==> src/rtl/rd_capture_sched.sv <==
// rd_capture_sched: replays read-command spacing from the gap FIFO as
// capture_en windows of BURST_CYC clocks. A train is anchored by burst_start.
// Each later window starts gap+1 cycles after the previous window started.
module rd_capture_sched #(
  parameter int BURST_CYC = 8,
  parameter int GAP_W     = 5
) (
  input  logic             clk,
  input  logic             reset,
  input  logic             fifo_empty,
  input  logic [GAP_W:0]   fifo_rdata,
  output logic             fifo_rd_en,
  input  logic             burst_start,
  output logic             capture_en,
  output logic             capture_last,
  output logic             busy,
  output logic             sched_err,
  output logic [1:0]       sched_state
);

  typedef enum logic [1:0] {
    ST_IDLE  = 2'd0,
    ST_ARMED = 2'd1,
    ST_BURST = 2'd2,
    ST_GAP   = 2'd3
  } state_t;

  localparam int               BEAT_W    = 5;
  localparam logic [BEAT_W-1:0] BEAT_LAST = BEAT_W'(BURST_CYC - 1);
  localparam logic [BEAT_W-1:0] BEAT_ZERO = {BEAT_W{1'b0}};
  localparam logic [GAP_W-1:0]  SP_MAX    = {GAP_W{1'b1}};
  localparam logic [GAP_W-1:0]  SP_ZERO   = {GAP_W{1'b0}};
  localparam logic [GAP_W-1:0]  SP_ONE    = {{(GAP_W-1){1'b0}}, 1'b1};

  state_t              state_r;
  state_t              state_nxt_s;
  logic [BEAT_W-1:0]   beat_r;
  logic [BEAT_W-1:0]   beat_nxt_s;
  logic [GAP_W-1:0]    sp_r;
  logic [GAP_W-1:0]    sp_nxt_s;
  logic [GAP_W-1:0]    sp_inc_s;
  logic                err_r;
  logic                err_nxt_s;
  logic                pop_s;
  logic                cap_en_r;
  logic                cap_last_r;
  logic                head_ovf_s;
  logic [GAP_W-1:0]    head_gap_s;
  logic                launch_s;

  assign head_ovf_s = fifo_rdata[GAP_W];
  assign head_gap_s = fifo_rdata[GAP_W-1:0];

  // Spacing counter increment, saturating so very long gaps never alias.
  assign sp_inc_s = (sp_r == SP_MAX) ? sp_r : (sp_r + SP_ONE);

  // A valid non-overflow head whose gap matches the elapsed spacing starts
  // the next window on the following cycle.
  assign launch_s = ((state_r == ST_BURST) || (state_r == ST_GAP)) &&
                    !fifo_empty && !head_ovf_s && (sp_r == head_gap_s);

  // Next-state, counter and pop decisions.
  always_comb begin
    state_nxt_s = state_r;
    beat_nxt_s  = beat_r;
    sp_nxt_s    = sp_r;
    err_nxt_s   = err_r;
    pop_s       = 1'b0;
    case (state_r)
      ST_IDLE: begin
        beat_nxt_s = BEAT_ZERO;
        sp_nxt_s   = SP_ZERO;
        // A preamble with no read outstanding is a protocol error.
        if (burst_start) begin
          err_nxt_s = 1'b1;
        end else begin
          err_nxt_s = err_r;
        end
        // First read of a train: its gap field carries no spacing info.
        if (!fifo_empty) begin
          pop_s       = 1'b1;
          state_nxt_s = ST_ARMED;
        end else begin
          state_nxt_s = ST_IDLE;
        end
      end
      ST_ARMED: begin
        if (burst_start) begin
          state_nxt_s = ST_BURST;
          beat_nxt_s  = BEAT_ZERO;
          sp_nxt_s    = SP_ZERO;
        end else begin
          state_nxt_s = ST_ARMED;
        end
      end
      ST_BURST: begin
        sp_nxt_s = sp_inc_s;
        if (launch_s) begin
          pop_s       = 1'b1;
          state_nxt_s = ST_BURST;
          beat_nxt_s  = BEAT_ZERO;
          sp_nxt_s    = SP_ZERO;
          // Launching before the last beat cuts the current window short.
          if (beat_r != BEAT_LAST) begin
            err_nxt_s = 1'b1;
          end else begin
            err_nxt_s = err_r;
          end
        end else if (beat_r == BEAT_LAST) begin
          state_nxt_s = ST_GAP;
          beat_nxt_s  = BEAT_ZERO;
        end else begin
          state_nxt_s = ST_BURST;
          beat_nxt_s  = beat_r + 5'd1;
        end
      end
      ST_GAP: begin
        sp_nxt_s   = sp_inc_s;
        beat_nxt_s = BEAT_ZERO;
        if (launch_s) begin
          pop_s       = 1'b1;
          state_nxt_s = ST_BURST;
          sp_nxt_s    = SP_ZERO;
        end else if (!fifo_empty && head_ovf_s) begin
          // Spacing unknown: drop it and wait for the next preamble.
          pop_s       = 1'b1;
          state_nxt_s = ST_ARMED;
          sp_nxt_s    = SP_ZERO;
        end else if (!fifo_empty && (head_gap_s < sp_r)) begin
          // Entry arrived after its slot passed; resync on next preamble.
          pop_s       = 1'b1;
          err_nxt_s   = 1'b1;
          state_nxt_s = ST_ARMED;
          sp_nxt_s    = SP_ZERO;
        end else if (fifo_empty && (sp_r == SP_MAX)) begin
          state_nxt_s = ST_IDLE;
          sp_nxt_s    = SP_ZERO;
        end else begin
          state_nxt_s = ST_GAP;
        end
      end
      default: begin
        state_nxt_s = ST_IDLE;
        beat_nxt_s  = BEAT_ZERO;
        sp_nxt_s    = SP_ZERO;
      end
    endcase
  end

  // State, counters, sticky error and registered capture strobes.
  always_ff @(posedge clk or posedge reset) begin
    if (reset) begin
      state_r    <= ST_IDLE;
      beat_r     <= BEAT_ZERO;
      sp_r       <= SP_ZERO;
      err_r      <= 1'b0;
      cap_en_r   <= 1'b0;
      cap_last_r <= 1'b0;
    end else begin
      state_r    <= state_nxt_s;
      beat_r     <= beat_nxt_s;
      sp_r       <= sp_nxt_s;
      err_r      <= err_nxt_s;
      cap_en_r   <= (state_nxt_s == ST_BURST);
      cap_last_r <= (state_nxt_s == ST_BURST) && (beat_nxt_s == BEAT_LAST);
    end
  end

  // The FIFO must not advance while the block is held in reset.
  assign fifo_rd_en   = pop_s & ~reset;
  assign capture_en   = cap_en_r;
  assign capture_last = cap_last_r;
  assign busy         = (state_r != ST_IDLE);
  assign sched_err    = err_r;
  assign sched_state  = state_r;

endmodule

==> config.mk <==
export PLATFORM = sky130hd
export DESIGN_NAME = rd_capture_sched
export DESIGN_NICKNAME = d
export VERILOG_FILES = /design/src/rtl/rd_capture_sched.sv
export SDC_FILE = /design/constraint.sdc
export NUM_CORES = 1
export LEC_CHECK = 0
export CAP_MARGIN = 15
export CORE_AREA = 2 2 51 53
export CTS_BUF_LIST = sky130_fd_sc_hd__clkbuf_4 sky130_fd_sc_hd__clkbuf_8
export CTS_CLUSTER_SIZE = 8
export DETAILED_ROUTE_END_ITERATION = 8
export DIE_AREA = 0 0 53 55
export GPL_TIMING_DRIVEN = 1
export PLACE_DENSITY = 0.67
export SLEW_MARGIN = 20
export SYNTH_ARGS = -nofsm -noshare
export SYNTH_HDL_FRONTEND = slang
export SYNTH_SLANG_ARGS = --single-unit
==> constraint.sdc <==
create_clock -name clk -period 2.1 [get_ports clk]
set_clock_uncertainty 0.1 [all_clocks]
set_input_delay 0.42 -clock clk [delete_from_list [all_inputs] [get_ports clk]]
set_output_delay 0.42 -clock clk [all_outputs]
set_load 0.02 [all_outputs]
Word-level counts from Yosys, hierarchy flattened
Index checks and enable logic that the tools add are counted.
{ "word_totals": {"register_bits": 15, "inputBits": 10, "out_inout_bits": 7, "elab_cells": 76} }
{ "classes": {"n_addsub": 2, "order_cmp": 1, "eq_ne": 16, "muxes": 34, "bitwise": 2, "reduce_logical": 15} }
{ "ops": {"columns": ["cell", "n"], "rows": [
  ["$mux 5", 10],
  ["$pmux 5 s4", 1],
  ["$pmux 5 s3", 1],
  ["$mux 1", 14],
  ["$add 5x1->5 const B", 2],
  ["$eq 5x3->1 const B", 2],
  ["$mux 2", 5],
  ["$ne 2x2->1 const B", 5],
  ["$pmux 2 s4", 1],
  ["$logic_and 1x1->1", 7],
  ["$reduce_and 7->1", 1],
  ["$eq 2x2->1 const B", 3],
  ["$pmux 1 s3", 2],
  ["$eq 5x5->1", 1],
  ["$eq 5x5->1 const B", 1],
  ["$lt 5x5->1", 1],
  ["$ne 5x3->1 const B", 1],
  ["$ne 2x1->1 const B", 2],
  ["$reduce_bool 3->1", 1],
  ["$eq 2x1->1 const B", 1],
  ["$logic_not 1->1", 2],
  ["$logic_not 2->1", 1],
  ["$reduce_bool 2->1", 1],
  ["$reduce_or 2->1", 1],
  ["other kinds (3)", 3]
]} }

Longest topological paths before layout
{ "depth": {"depth_word": 9, "ltp_mapped": 7, "depth_no_buf": 7} }

Worst setup path after synthesis
Ideal clock, no wire load.
{ "synth_path": {"path_kind": "in2out", "from": "input fifo_rdata[4]", "to": "output fifo_rd_en", "arrival_ns": 1.749, "required_time_ns": 1.580, "setup_slack_ns": -0.169, "stages": 6, "n_path_buf": 0, "cell_sequence": "ha_1 -> a211oi_1 -> o221ai_1 -> nand2_1 -> nand3_1 -> a31oi_1"} }
{ "synth_via": {"elab_chain_len": 7, "elab_cells_between_ends": 10, "cone_classes": "order compare (1); eq/ne (1); mux (5); bitwise (1); reduce/logical (2)"} }
{ "synth_lines": {"columns": ["element", "line", "source"], "rows": [
  ["start: declaration", "11", "input logic [GAP_W:0] fifo_rdata,"],
  ["$lt 5x5->1", "129", "end else if (!fifo_empty && (head_gap_s < sp_r)) begin"],
  ["$logic_and 1x1->1", "129", null],
  ["$mux 1", "129", null],
  ["$mux 1", "124", "end else if (!fifo_empty && head_ovf_s) begin"],
  ["$mux 1", "120", "if (launch_s) begin"],
  ["$pmux 1 s3 *", "69", "case (state_r)"],
  ["$and 1x1->1 *", "170", "assign fifo_rd_en = pop_s & ~reset;"],
  ["end: declaration", "12", "output logic fifo_rd_en,"]
]} }
Mark *: on every way between the ends. The rest lies on a longest branch, timed or not.

Final worst setup path
{ "layout_path": {"from": "register sp_r[4]", "to": "output fifo_rd_en"} }
{ "layout_via": {"elab_chain_len": 7, "elab_cells_between_ends": 10, "cone_classes": "order compare (1); eq/ne (1); mux (5); bitwise (1); reduce/logical (2)"} }
{ "layout_lines": {"columns": ["element", "line", "source"], "rows": [
  ["start: declaration", "39", "logic [GAP_W-1:0] sp_r;"],
  ["start signal: assignment", "162", "sp_r <= sp_nxt_s;"],
  ["$lt 5x5->1", "129", null],
  ["$logic_and 1x1->1", "129", null],
  ["$mux 1", "129", null],
  ["$mux 1", "124", null],
  ["$mux 1", "120", null],
  ["$pmux 1 s3 *", "69", null],
  ["$and 1x1->1 *", "170", null]
]} }
Marked as above.

==> out/qor.csv <==
stage;metric;value;unit
sta;fmax;0.433;GHz
sta;slew_violations;0;
cts;insertion_delay;0.28;ns
synth;yosys.area_share.simple;0.220;
global_routing;grt_overflow;0;
run_status;violations;negative setup slack;
pwr;p_clk_frac;0.099;
cells_and_area;layout_commonest_cell;buf_4;
sta;holdWs;0.394;ns
synth;ys_seq_area_frac;0.371;
synth;muxShareOfSynthArea;0;
floorplan;start_util;0.428;
place;numPortBuffers;16;
routing;wire_per_inst;16.0;um
hold_path;hold_class;reg -> reg;
cells_and_area;area_growth_syn_to_layout;64.5;%
hold_path;hold_depth;2;
sta;period_share;1.10;
synth;avgSynthCellArea;8.95;um^2
setup_path;rr_endpoint;beat_r[3]$_DFF_PP0_;
sta;rsz0062_at_grt;yes;
place;dpl_cell_area;0.00139;mm^2
sta;setup_violations;1;
hold_path;min_from;sched_err$_DFFE_PP0P_;
setup_path;cp_max_fo;4;
synth;synth_top_family_by_area;compound AO/OA/AOI/OAI gates;
floorplan;boundaryPins;17;
pwr;power.internal;0.000980;W
sta;period_minus_slack;2.31;ns
cts;ctsRootBufferMaster;clkbuf_4;
cts;cts_tree;done;
floorplan;rows;18;
global_routing;grt_pass1_vias;1108;
routing;wl;3.08;mm
pwr;p_switching;0.000714;W
routing;drtIter0Drc;37;
routing;vias_per_cell;5.74;
floorplan;die_h;55;um
hold_path;min_to;sched_err$_DFFE_PP0P_;
routing;route.detailed.drc;0;
run_status;status;complete, but fails checks;
routing;dr.pass1.iters;4;
cells_and_area;num-fill-cells;177;
setup_path;r2r-start;sp_r[1]$_DFFE_PP0N_;
pwr;total_power;0.00169;W
cts;cts_sinks;15;
sta;layout_setup_ws;-0.207;ns
setup_path;cp.arrival;1.79;ns
cts;clockBufferDepth;2;
cts;clk_pin_slew_worst_paths;0.10;ns
setup_path;worstRegToRegCells;8;
floorplan;die_w;53;um
cells_and_area;drive_gt1_frac;0.407;
synth;yosysWarnings;0;
synth;synth_seq_cells;15;
global_routing;grt_pass1_wl;4.96;mm
job;maxCapViolCount;0;
routing;drtAntennaViolNets;0;
cts;htreeDepth;1;
cts;cts_buffers;3;
cells_and_area;multi_input_area;766;um^2
pwr;leakagePower;0.740;nW
cts;holdBufCountCts;0;
synth;synth_cell_types;35;
place;pre_cts_slack;-0.924;ns
floorplan;fp.dieArea;0.00292;mm^2
sta;maxSlewHeadroom;0.589;
place;place_hpwl;1.98;mm
pwr;p_per_area;1020;mW/mm^2
place;gp_congestion;0.860;
synth;synth-compound-area-share;0.276;
pwr;power.share.sequential;0.252;
synth;synth_cells;113;
synth;syn_area;0.00101;mm^2
cells_and_area;layout_common_cells;buf_4 (29), dfrtp_1 (15), nand2_1 (8), clkdlybuf4s50_1 (8);
routing;vias;1103;
cells_and_area;final-seq-area;375;um^2
global_routing;track_usage;0.239;
pwr;irDropWorstVdd;674;uV
setup_path;worstSetupPathType;reg -> out;
cells_and_area;diodes;0;
synth;synth_xor_area_frac;0;
setup_path;required;1.58;ns
setup_path;start_kind;flip-flop;
setup_path;ff2ff_setup_slack;0.07;ns
cells_and_area;fin_util;0.703;
global_routing;antenna_found_initial;0;
pwr;swShare;0.422;
sta;worst_pin_slew;0.616;ns
global_routing;grt_max_degree;17;
synth;synth_fa_ha_area_frac;0.0866;
sta;hold_viol_final;0;
floorplan;core-area;0.00236;mm^2
synth;syn-num-nets;130;
setup_path;end_kind;output port;
pwr;power_frac_comb;0.649;
cells_and_area;final_cell_area;0.00166;mm^2
cells_and_area;final_nets;180;
-- routing by layer --
layer / global-route usage / vias up / wire length, um
li1: - / 513 / -
met1: 0.274 / 558 / 1230
met2: 0.456 / 28 / 1700
met3: 0.0242 / 4 / 102
met4: 0.0940 / 0 / 44
met5: 0 / - / 0
-- cell type report --
| cell class | count | share of cell area |
|---|---|---|
| Timing Repair Buffer | 50 | 0.259 |
| Clock inverter | 1 | 0.00301 |
| Multi-Input combinational cell | 86 | 0.460 |
| Inverter | 7 | 0.0158 |
| Tap cell | 30 | 0.0226 |
| Clock buffer | 3 | 0.0135 |
| Sequential cell | 15 | 0.226 |
-- repair_timing --
action	in CTS	in global routing
resized for setup	33	11
setup buffers	10	4
endpoints found under the setup margin	10	8
gates cloned	0	0
pin swaps	10	15
-- worst max-delay path by stage --
stage,start,to,slack [ns],cells after the start
2_1_floorplan,fifo_rdata[4],fifo_rd_en,0.03,6
3_3_place_gp,fifo_rdata[4],fifo_rd_en,-0.91,8
3_5_place_dp,fifo_rdata[4],fifo_rd_en,-0.92,8
4_1_cts,sp_r[4]$_DFFE_PP0N_,fifo_rd_en,-0.24,8
5_1_grt,sp_r[4]$_DFFE_PP0N_,fifo_rd_en,-0.28,8
6_report,sp_r[4]$_DFFE_PP0N_,fifo_rd_en,-0.21,8
-- synthesized netlist by cell type --
cell       instances  area share
a211oi_1           2       0.015
o21ba_1            1      0.0099
o21bai_1           1      0.0074
a22oi_1            1      0.0074
and2_1             2       0.012
o221ai_1           1      0.0087
nor3_1             1      0.0049
ha_1               7       0.087
a21oi_2            1      0.0087
or2_2              1      0.0062
nand4_1            1      0.0062
a21oi_1            5       0.025
a21boi_1           2       0.015
a21o_1             6       0.045
or3_1              1      0.0062
o21ai_1            7       0.035
and4_1             2       0.017
clkbuf_1           4       0.015
a31oi_1            5       0.031
nor4_1             2       0.012
nor2_1             6       0.022
inv_1              7       0.026
o21ai_0            2      0.0099
nand2b_1           2       0.012
nand3_1            7       0.035
a41oi_2            1       0.016
o2bb2ai_1          2       0.017
buf_2              1      0.0049
a22o_1             3       0.026
nor4b_2            1       0.015
dfrtp_1           15        0.37
nand2_1           10       0.037
nor3b_4            1       0.019
nor4b_1            1      0.0087
nor2b_1            1      0.0062
-- cells by family (layout without fill, tap and decap cells) --
kind of cell | count (synthesis) | count (layout)
buf+inv | 12 | 61
fa+ha+maj | 7 | 7
compound gates | 40 | 40
flops | 15 | 15
simple gates | 39 | 39
-- state kept, by name, summed over array words and instances, names as in the netlist --
signal and count:
sched_err 1, sp_r 5, beat_r 5, sched_state 2, capture_last 1, capture_en 1
-- through the flow --
| step | std cells | setup TNS [ns] |
|---|---|---|
| 6_report | 192 | -0.207 |
| 5_1_grt | 192 | -0.379 |
| 4_1_cts | 191 | -0.351 |
| 3_5_place_dp | 177 | -5.15 |
| 3_3_place_gp | 177 | -4.58 |
| 2_1_floorplan | 113 | 0 |
-- power groups by stage --
stage               registers [W]  clock network [W]  logic (W)
finish                   0.000427           0.000167    0.00110
floorplan                0.000474                  0   0.000482
global placement         0.000418                  0   0.000888
global route             0.000436           0.000189    0.00121
CTS                      0.000423           0.000176    0.00102
detailed placement       0.000419                  0   0.000924
-- critical path: stages, from the launching register on --
cell and delay [ns]:
dfrtp_1 0.40, inv_2 0.08, ha_4 0.21, a211oi_4 0.20, o221ai_2 0.14, nand2_2 0.10
nand3_2 0.10, a31oi_4 0.14, buf_6 0.13
(Power assumes the default switching activity.)
